`src/rtl/cl_ocl_axil_rr_master_if.sv`:
```
// AXI-Lite master/slave signal bundle used by the round-robin register master.
// Data is fixed at 32 bits with 4 byte strobes; only the address width is parameterised.
interface cl_ocl_axil_rr_master_if #(
    parameter int unsigned ADDR_W = 32
);
    logic              awvalid;
    logic              awready;
    logic [ADDR_W-1:0] awaddr;
    logic              wvalid;
    logic              wready;
    logic [31:0]       wdata;
    logic [3:0]        wstrb;
    logic              bvalid;
    logic              bready;
    logic [1:0]        bresp;
    logic              arvalid;
    logic              arready;
    logic [ADDR_W-1:0] araddr;
    logic              rvalid;
    logic              rready;
    logic [31:0]       rdata;
    logic [1:0]        rresp;

    modport master (
        output awvalid, awaddr, wvalid, wdata, wstrb, bready, arvalid, araddr, rready,
        input  awready, wready, bvalid, bresp, arready, rvalid, rdata, rresp
    );

    modport slave (
        input  awvalid, awaddr, wvalid, wdata, wstrb, bready, arvalid, araddr, rready,
        output awready, wready, bvalid, bresp, arready, rvalid, rdata, rresp
    );
endinterface

```
`src/rtl/cl_ocl_axil_rr_master.sv`:
```
// Round-robin scheduler sharing one AXI-Lite master port between N_REQ requesters.
// One transaction outstanding at a time; each requester sees a req/done handshake.
module cl_ocl_axil_rr_master #(
    parameter int unsigned N_REQ  = 2,
    parameter int unsigned ADDR_W = 32
) (
    input  logic                    clk_main_a0,
    input  logic                    rst_main,
    input  logic [N_REQ-1:0]        req,
    input  logic [N_REQ-1:0]        req_wr,
    input  logic [N_REQ*ADDR_W-1:0] req_addr,
    input  logic [N_REQ*32-1:0]     req_wdata,
    input  logic [N_REQ*4-1:0]      req_wstrb,
    output logic [N_REQ-1:0]        done,
    output logic [31:0]             rsp_rdata,
    output logic                    rsp_err,
    cl_ocl_axil_rr_master_if.master m
);
    localparam int unsigned IDX_W = (N_REQ > 1) ? $clog2(N_REQ) : 1;

    typedef enum logic [1:0] {
        S_IDLE,
        S_ADDR,
        S_RESP,
        S_DONE
    } state_t;

    state_t             state_q, state_d;
    logic [IDX_W-1:0]   last_gnt_q, last_gnt_d;
    logic [IDX_W-1:0]   gnt_q, gnt_d;
    logic               wr_q, wr_d;
    logic [ADDR_W-1:0]  addr_q, addr_d;
    logic [31:0]        wdata_q, wdata_d;
    logic [3:0]         wstrb_q, wstrb_d;
    logic               awvalid_q, awvalid_d;
    logic               wvalid_q, wvalid_d;
    logic               arvalid_q, arvalid_d;
    logic               bready_q, bready_d;
    logic               rready_q, rready_d;
    logic               aw_done_q, aw_done_d;
    logic               w_done_q, w_done_d;
    logic [N_REQ-1:0]   done_q, done_d;
    logic [31:0]        rdata_q, rdata_d;
    logic               err_q, err_d;

    logic               sel_found;
    logic [IDX_W-1:0]   sel_idx;
    logic               aw_fire;
    logic               w_fire;

    always_comb begin
        state_d    = state_q;
        last_gnt_d = last_gnt_q;
        gnt_d      = gnt_q;
        wr_d       = wr_q;
        addr_d     = addr_q;
        wdata_d    = wdata_q;
        wstrb_d    = wstrb_q;
        awvalid_d  = awvalid_q;
        wvalid_d   = wvalid_q;
        arvalid_d  = arvalid_q;
        bready_d   = bready_q;
        rready_d   = rready_q;
        aw_done_d  = aw_done_q;
        w_done_d   = w_done_q;
        done_d     = '0;
        rdata_d    = rdata_q;
        err_d      = err_q;

        aw_fire = awvalid_q & m.awready;
        w_fire  = wvalid_q & m.wready;

        // Scan starts just after the previous winner so every requester gets a turn.
        sel_found = 1'b0;
        sel_idx   = '0;
        for (int unsigned i = 1; i <= N_REQ; i++) begin
            if (!sel_found && req[IDX_W'((32'(last_gnt_q) + i) % N_REQ)]) begin
                sel_found = 1'b1;
                sel_idx   = IDX_W'((32'(last_gnt_q) + i) % N_REQ);
            end
        end

        case (state_q)
            S_IDLE: begin
                if (sel_found) begin
                    gnt_d      = sel_idx;
                    last_gnt_d = sel_idx;
                    wr_d       = req_wr[sel_idx];
                    addr_d     = req_addr[sel_idx*ADDR_W +: ADDR_W];
                    wdata_d    = req_wdata[sel_idx*32 +: 32];
                    wstrb_d    = req_wstrb[sel_idx*4 +: 4];
                    aw_done_d  = 1'b0;
                    w_done_d   = 1'b0;
                    if (req_wr[sel_idx]) begin
                        awvalid_d = 1'b1;
                        wvalid_d  = 1'b1;
                    end else begin
                        arvalid_d = 1'b1;
                    end
                    state_d = S_ADDR;
                end
            end
            S_ADDR: begin
                if (wr_q) begin
                    if (aw_fire) begin
                        awvalid_d = 1'b0;
                        aw_done_d = 1'b1;
                    end
                    if (w_fire) begin
                        wvalid_d = 1'b0;
                        w_done_d = 1'b1;
                    end
                    if ((aw_done_q | aw_fire) & (w_done_q | w_fire)) begin
                        bready_d = 1'b1;
                        state_d  = S_RESP;
                    end
                end else if (arvalid_q & m.arready) begin
                    arvalid_d = 1'b0;
                    rready_d  = 1'b1;
                    state_d   = S_RESP;
                end
            end
            S_RESP: begin
                if (wr_q & bready_q & m.bvalid) begin
                    err_d         = |m.bresp;
                    rdata_d       = '0;
                    bready_d      = 1'b0;
                    done_d[gnt_q] = 1'b1;
                    state_d       = S_DONE;
                end else if (!wr_q & rready_q & m.rvalid) begin
                    err_d         = |m.rresp;
                    rdata_d       = m.rdata;
                    rready_d      = 1'b0;
                    done_d[gnt_q] = 1'b1;
                    state_d       = S_DONE;
                end
            end
            S_DONE: begin
                state_d = S_IDLE;
            end
            default: begin
                state_d = S_IDLE;
            end
        endcase
    end

    always_ff @(posedge clk_main_a0 or posedge rst_main) begin
        if (rst_main) begin
            state_q    <= S_IDLE;
            last_gnt_q <= IDX_W'(N_REQ - 1);
            gnt_q      <= '0;
            wr_q       <= 1'b0;
            addr_q     <= '0;
            wdata_q    <= '0;
            wstrb_q    <= '0;
            awvalid_q  <= 1'b0;
            wvalid_q   <= 1'b0;
            arvalid_q  <= 1'b0;
            bready_q   <= 1'b0;
            rready_q   <= 1'b0;
            aw_done_q  <= 1'b0;
            w_done_q   <= 1'b0;
            done_q     <= '0;
            rdata_q    <= '0;
            err_q      <= 1'b0;
        end else begin
            state_q    <= state_d;
            last_gnt_q <= last_gnt_d;
            gnt_q      <= gnt_d;
            wr_q       <= wr_d;
            addr_q     <= addr_d;
            wdata_q    <= wdata_d;
            wstrb_q    <= wstrb_d;
            awvalid_q  <= awvalid_d;
            wvalid_q   <= wvalid_d;
            arvalid_q  <= arvalid_d;
            bready_q   <= bready_d;
            rready_q   <= rready_d;
            aw_done_q  <= aw_done_d;
            w_done_q   <= w_done_d;
            done_q     <= done_d;
            rdata_q    <= rdata_d;
            err_q      <= err_d;
        end
    end

    assign done      = done_q;
    assign rsp_rdata = rdata_q;
    assign rsp_err   = err_q;

    assign m.awvalid = awvalid_q;
    assign m.awaddr  = addr_q;
    assign m.wvalid  = wvalid_q;
    assign m.wdata   = wdata_q;
    assign m.wstrb   = wstrb_q;
    assign m.bready  = bready_q;
    assign m.arvalid = arvalid_q;
    assign m.araddr  = addr_q;
    assign m.rready  = rready_q;
endmodule

```
`src/flat_wrapper.sv`:
```
// flat-port wrapper written by rule: the top's interface ports become plain ports
module cl_ocl_axil_rr_master_flat 
#(
    parameter int unsigned N_REQ  = 2,
    parameter int unsigned ADDR_W = 32
)
  (clk_main_a0, rst_main, req, req_wr, req_addr, req_wdata, req_wstrb, done, rsp_rdata, rsp_err, m_awvalid, m_awaddr, m_wvalid, m_wdata, m_wstrb, m_bready, m_arvalid, m_araddr, m_rready, m_awready, m_wready, m_bvalid, m_bresp, m_arready, m_rvalid, m_rdata, m_rresp);
  cl_ocl_axil_rr_master_if #(.ADDR_W(ADDR_W)) m_i ();
  input  logic clk_main_a0;
  input  logic rst_main;
  input  logic [N_REQ-1:0] req;
  input  logic [N_REQ-1:0] req_wr;
  input  logic [N_REQ*ADDR_W-1:0] req_addr;
  input  logic [N_REQ*32-1:0] req_wdata;
  input  logic [N_REQ*4-1:0] req_wstrb;
  output logic [N_REQ-1:0] done;
  output logic [31:0] rsp_rdata;
  output logic rsp_err;
  output wire logic [$bits(m_i.awvalid)-1:0] m_awvalid;
  output wire logic [$bits(m_i.awaddr)-1:0] m_awaddr;
  output wire logic [$bits(m_i.wvalid)-1:0] m_wvalid;
  output wire logic [$bits(m_i.wdata)-1:0] m_wdata;
  output wire logic [$bits(m_i.wstrb)-1:0] m_wstrb;
  output wire logic [$bits(m_i.bready)-1:0] m_bready;
  output wire logic [$bits(m_i.arvalid)-1:0] m_arvalid;
  output wire logic [$bits(m_i.araddr)-1:0] m_araddr;
  output wire logic [$bits(m_i.rready)-1:0] m_rready;
  input wire logic [$bits(m_i.awready)-1:0] m_awready;
  input wire logic [$bits(m_i.wready)-1:0] m_wready;
  input wire logic [$bits(m_i.bvalid)-1:0] m_bvalid;
  input wire logic [$bits(m_i.bresp)-1:0] m_bresp;
  input wire logic [$bits(m_i.arready)-1:0] m_arready;
  input wire logic [$bits(m_i.rvalid)-1:0] m_rvalid;
  input wire logic [$bits(m_i.rdata)-1:0] m_rdata;
  input wire logic [$bits(m_i.rresp)-1:0] m_rresp;
  assign m_awvalid = m_i.awvalid;
  assign m_awaddr = m_i.awaddr;
  assign m_wvalid = m_i.wvalid;
  assign m_wdata = m_i.wdata;
  assign m_wstrb = m_i.wstrb;
  assign m_bready = m_i.bready;
  assign m_arvalid = m_i.arvalid;
  assign m_araddr = m_i.araddr;
  assign m_rready = m_i.rready;
  assign m_i.awready = m_awready;
  assign m_i.wready = m_wready;
  assign m_i.bvalid = m_bvalid;
  assign m_i.bresp = m_bresp;
  assign m_i.arready = m_arready;
  assign m_i.rvalid = m_rvalid;
  assign m_i.rdata = m_rdata;
  assign m_i.rresp = m_rresp;
  cl_ocl_axil_rr_master #(.N_REQ(N_REQ), .ADDR_W(ADDR_W)) u_core (.clk_main_a0(clk_main_a0), .rst_main(rst_main), .req(req), .req_wr(req_wr), .req_addr(req_addr), .req_wdata(req_wdata), .req_wstrb(req_wstrb), .done(done), .rsp_rdata(rsp_rdata), .rsp_err(rsp_err), .m(m_i));
endmodule
```
`config.mk`:
```
export PLATFORM = sky130hd
export DESIGN_NAME = cl_ocl_axil_rr_master_flat
export DESIGN_NICKNAME = d
export VERILOG_FILES = /design/src/rtl/cl_ocl_axil_rr_master_if.sv /design/src/rtl/cl_ocl_axil_rr_master.sv /design/src/flat_wrapper.sv
export SDC_FILE = /design/constraint.sdc
export NUM_CORES = 1
export LEC_CHECK = 0
export CAP_MARGIN = 0
export CORE_AREA = 2 2 125 127
export CTS_CLUSTER_DIAMETER = 50
export DETAILED_ROUTE_END_ITERATION = 8
export DIE_AREA = 0 0 127 129
export PLACE_DENSITY = 0.77
export SETUP_SLACK_MARGIN = 0.05
export SLEW_MARGIN = 15
export SYNTH_ARGS = -nofsm -noshare
export SYNTH_HDL_FRONTEND = slang
export SYNTH_SLANG_ARGS = --single-unit
```
`constraint.sdc`:
```
create_clock -name clk_main_a0 -period 4.13 [get_ports clk_main_a0]
set_input_delay 0.826 -clock clk_main_a0 [delete_from_list [all_inputs] [get_ports clk_main_a0]]
set_output_delay 0.826 -clock clk_main_a0 [all_outputs]
set_load 0.05 [all_outputs]
```
==> results.md <==
* Sum of net half-perimeters after detailed placement at 12,700 um
* Number of library cell types mapped by synthesis at 39
* Fraction of the cycle the final worst path needs at around 62%
* Number of antenna violations at the first check in global routing at 0
* Max cap viols at 0
* Vias in the first global route at ~4.8k
* Final total negative setup slack at 0 ps
* Worst endpoint required time at roughly 3300 ps
* Commonest cells after routing, fill and taps aside: sky130_fd_sc_hd__clkdlybuf4s50_1, sky130_fd_sc_hd__dfrtp_1, sky130_fd_sc_hd__nand2_1
* Remaining global-route overflow at 0
* Reg2reg start: u_core.state_q[0]
* Endpoint type of the worst setup path: primary output
* Clock slew at the register clock pins of the worst setup and hold paths at about 50 ps
* Total setup violations reported at the end of the flow at 0
* Endpoints failing hold at 0
* Maximum cell stage delay along the critical path at 950 ps
* Share of flip-flops with an asynchronous set or reset after synthesis at 100%
* Area of placed instances at ~8400 um^2
* Pin count of the biggest net entering global routing at 73
* Slowest library cell on the worst path: sky130_fd_sc_hd__clkdlybuf4s50_1
* Type of the worst setup path: reg2out
* Number of design-rule violations left by the first detailed-router iteration at 169
* Tmin final at between 2000 and 3000 ps
* Netlist area before placement at between 5000 and 6000 um^2
* Crit path launch: u_core.m.wdata[10]
* Floorplan Core Area at roughly 15,000 um^2
* Result of the run: complete, no violations
* Slew of the pin with the lowest slew margin at around 980 ps
* Signed area change from the synthesized netlist to the final layout at 69.5%
* Clock insertion delay at the later pin of the skew report at between 400 and 500 ps
* FF-to-FF path depth at 6
* Reg2Reg Capture Point: u_core.done[1]
* TritonCTS clock tree: yes
* GRT Overall Usage at 20.6%
* First-pass GRT wire length at between 20,000 and 30,000 um
* Post-layout net count at 949
* Most common cell after layout, fill and taps aside: sky130_fd_sc_hd__clkdlybuf4s50_1
* Starting density of the core at 35.5%
* TritonCTS buffer count at 17
* Type of origin of the critical path: flop
* Endpoint of the worst hold-timing path: u_core.done[0]
* Final ANT Viol Nets at 0
* Total setup buffers inserted after CTS at 0
* Top delay family on crit path: buffers and inverters
* Type of the most critical hold path: reg2reg
* Detailed-route wire length per cell at approximately 18 um
* Setup Skew at 6.52 ps
* Longest Clk Path Bufs at 2
* Main combinational cell family by area after synthesis: compound AO/OA/AOI/OAI gates
* Number of sinks on the clock net at 115
* Buffers on Ports at 322
* Power per cell area at 916 nW/um^2
* Number of synthesized flops with an enable pin at 0
* H-tree depth reported by CTS at 4
* Number of DRC violations after detailed routing at 0
* Mean Syn Cell Area at 11.1 um^2
* Number of synthesized register bits at around 120
* Xor/xnor share of the synthesized area at 0%
* Compound-cell area share of the yosys netlist at between 10% and 20%
* CTS hold repair buffers at 0
* Biggest area contributors in the synthesized netlist: sky130_fd_sc_hd__dfrtp_1, sky130_fd_sc_hd__mux2i_1, sky130_fd_sc_hd__o21ai_0
* Final Wtd Congestion at approximately 0.84
* RSZ-0062 raised after global routing: no
* Relative max-transition margin at between 30% and 40%
* Leakage power of the design at roughly 0.004 uW
* Root buffer cell: sky130_fd_sc_hd__clkbuf_16
* Final instance area at approximately 9000 um^2
* Mux contribution to synthesized area at around an eighth
* Overall die width at approximately 130 um
* Maximum VDD drop at around 0.0005 V
* WP data arrival at around 1700 ps
* 1st-pass router iterations at 5
* Cell Chain, Critical Path: clkdlybuf4s50_1
* Cell type with the highest aggregate area in the netlist: sky130_fd_sc_hd__dfrtp_1
* Synthesis warning total at 0
* Post-Synthesis Cells at around 480
* Die Area at 16,400 um^2
* Adder-Cell Fraction of Synth Area at less than 1%
* Highest attainable clock frequency at 393 MHz
* Post-Synthesis Net Count at around 670
* Combined buffer and inverter count along the critical path at 1
* Max FO, Critical Path at 2
* FF-to-FF setup slack at between 1500 and 2000 ps
* Hold-critical path depth at 1
* PostCTS Resize Cnt at 0
* Portion of the post-synthesis area used by sequential elements at between 50% and 60%
* Top cell type's share of synthesized area at 53.7%
* DR vias at around 4.7k
* Routed via count divided by cell count at 4.95
* Antenna diode instance count at 0
* Leading register cell type out of synthesis: sky130_fd_sc_hd__dfrtp_1
* Number of rows created at floorplan at 45
* Final Slew Violations at 0
* Num ports at 323
* Post-layout power at a little over 8000 uW
* DRT Wirelength at roughly 17,000 um
* Fraction of final layout cells sized beyond drive strength 1 at under 10%
* Post-Synth Simple-Gate Area at between 6 and 7%
* Hold_sp: u_core.gnt_q
* Floorplan die height at 129 um
-- metal layers --
metal	global-route usage (%)	vias up	part of all wire [%]
met1	23.2	2259	37
met5	0	-	0
met2	36.1	234	52
li1	-	2227	-
met3	7.23	26	8.4
met4	7.63	0	1.8
-- registers in the layout, summed over array words and instances (netlist names) --
name and count:
u_core.m.araddr 32, u_core.m.wstrb 4, u_core.wr_q 1, u_core.m.arvalid 1, u_core.rsp_rdata 32, u_core.m.rready 1
u_core.done 2, u_core.m.awvalid 1, u_core.aw_done_q 1, u_core.rsp_err 1, u_core.m.wvalid 1, u_core.m.bready 1
u_core.state_q 2, u_core.w_done_q 1, u_core.last_gnt_q 1, u_core.m.wdata 32, u_core.gnt_q 1
-- through the flow --
stage	hold slack, ps	worst slack (ps)	utilization, %	cells
CTS	482	1520	60.2	958
finish	476	1590	60.2	958
detailed placement	461	1240	56.3	931
global placement	447	1280	56.3	931
global route	512	1490	60.2	958
floorplan	417	262	-	481
-- cell usage after synthesis (all sizes together) (4+ instances only) --
cell type	count
a22o	33
a31oi	5
buf	54
clkbuf	11
dfrtp	114
ha	4
inv	10
mux2i	69
nand2	72
nor2	4
o21ai	71
-- report_power, final --
part,switching (uW),internal [uW]
logic,3180,1600
clock network,471,990
registers,367,1650
total,4020,4240
-- how the worst max path moves through the flow --
stage                                   to  slack (ps)  cells after the start
after CTS                      m_wdata[10]        1520                      1
after global routing           m_wdata[10]        1490                      1
after detailed placement    u_core.done[1]        1240                      5
after global placement      u_core.done[1]        1280                      5
after floorplan           u_core.aw_done_q         260                      1
final                          m_wdata[10]        1590                      1
-- cell families after synthesis --
family / after synthesis
AOI/OAI and AO/OA: 129
adders and majority gates: 4
buffers and inverters: 75
DFF: 115
muxes: 70
and+or+nand+nor: 88
-- area by class of cell --
cell class,instances,area [um^2]
Sequential cell,115,2880
Timing Repair Buffer,327,3290
Clock buffer,21,480
Fill cell,1199,5960
Multi-Input combinational cell,291,1990
Clock inverter,6,105
Inverter,10,40.0
Tap cell,188,235
Power figures use the tool's default switching activity.
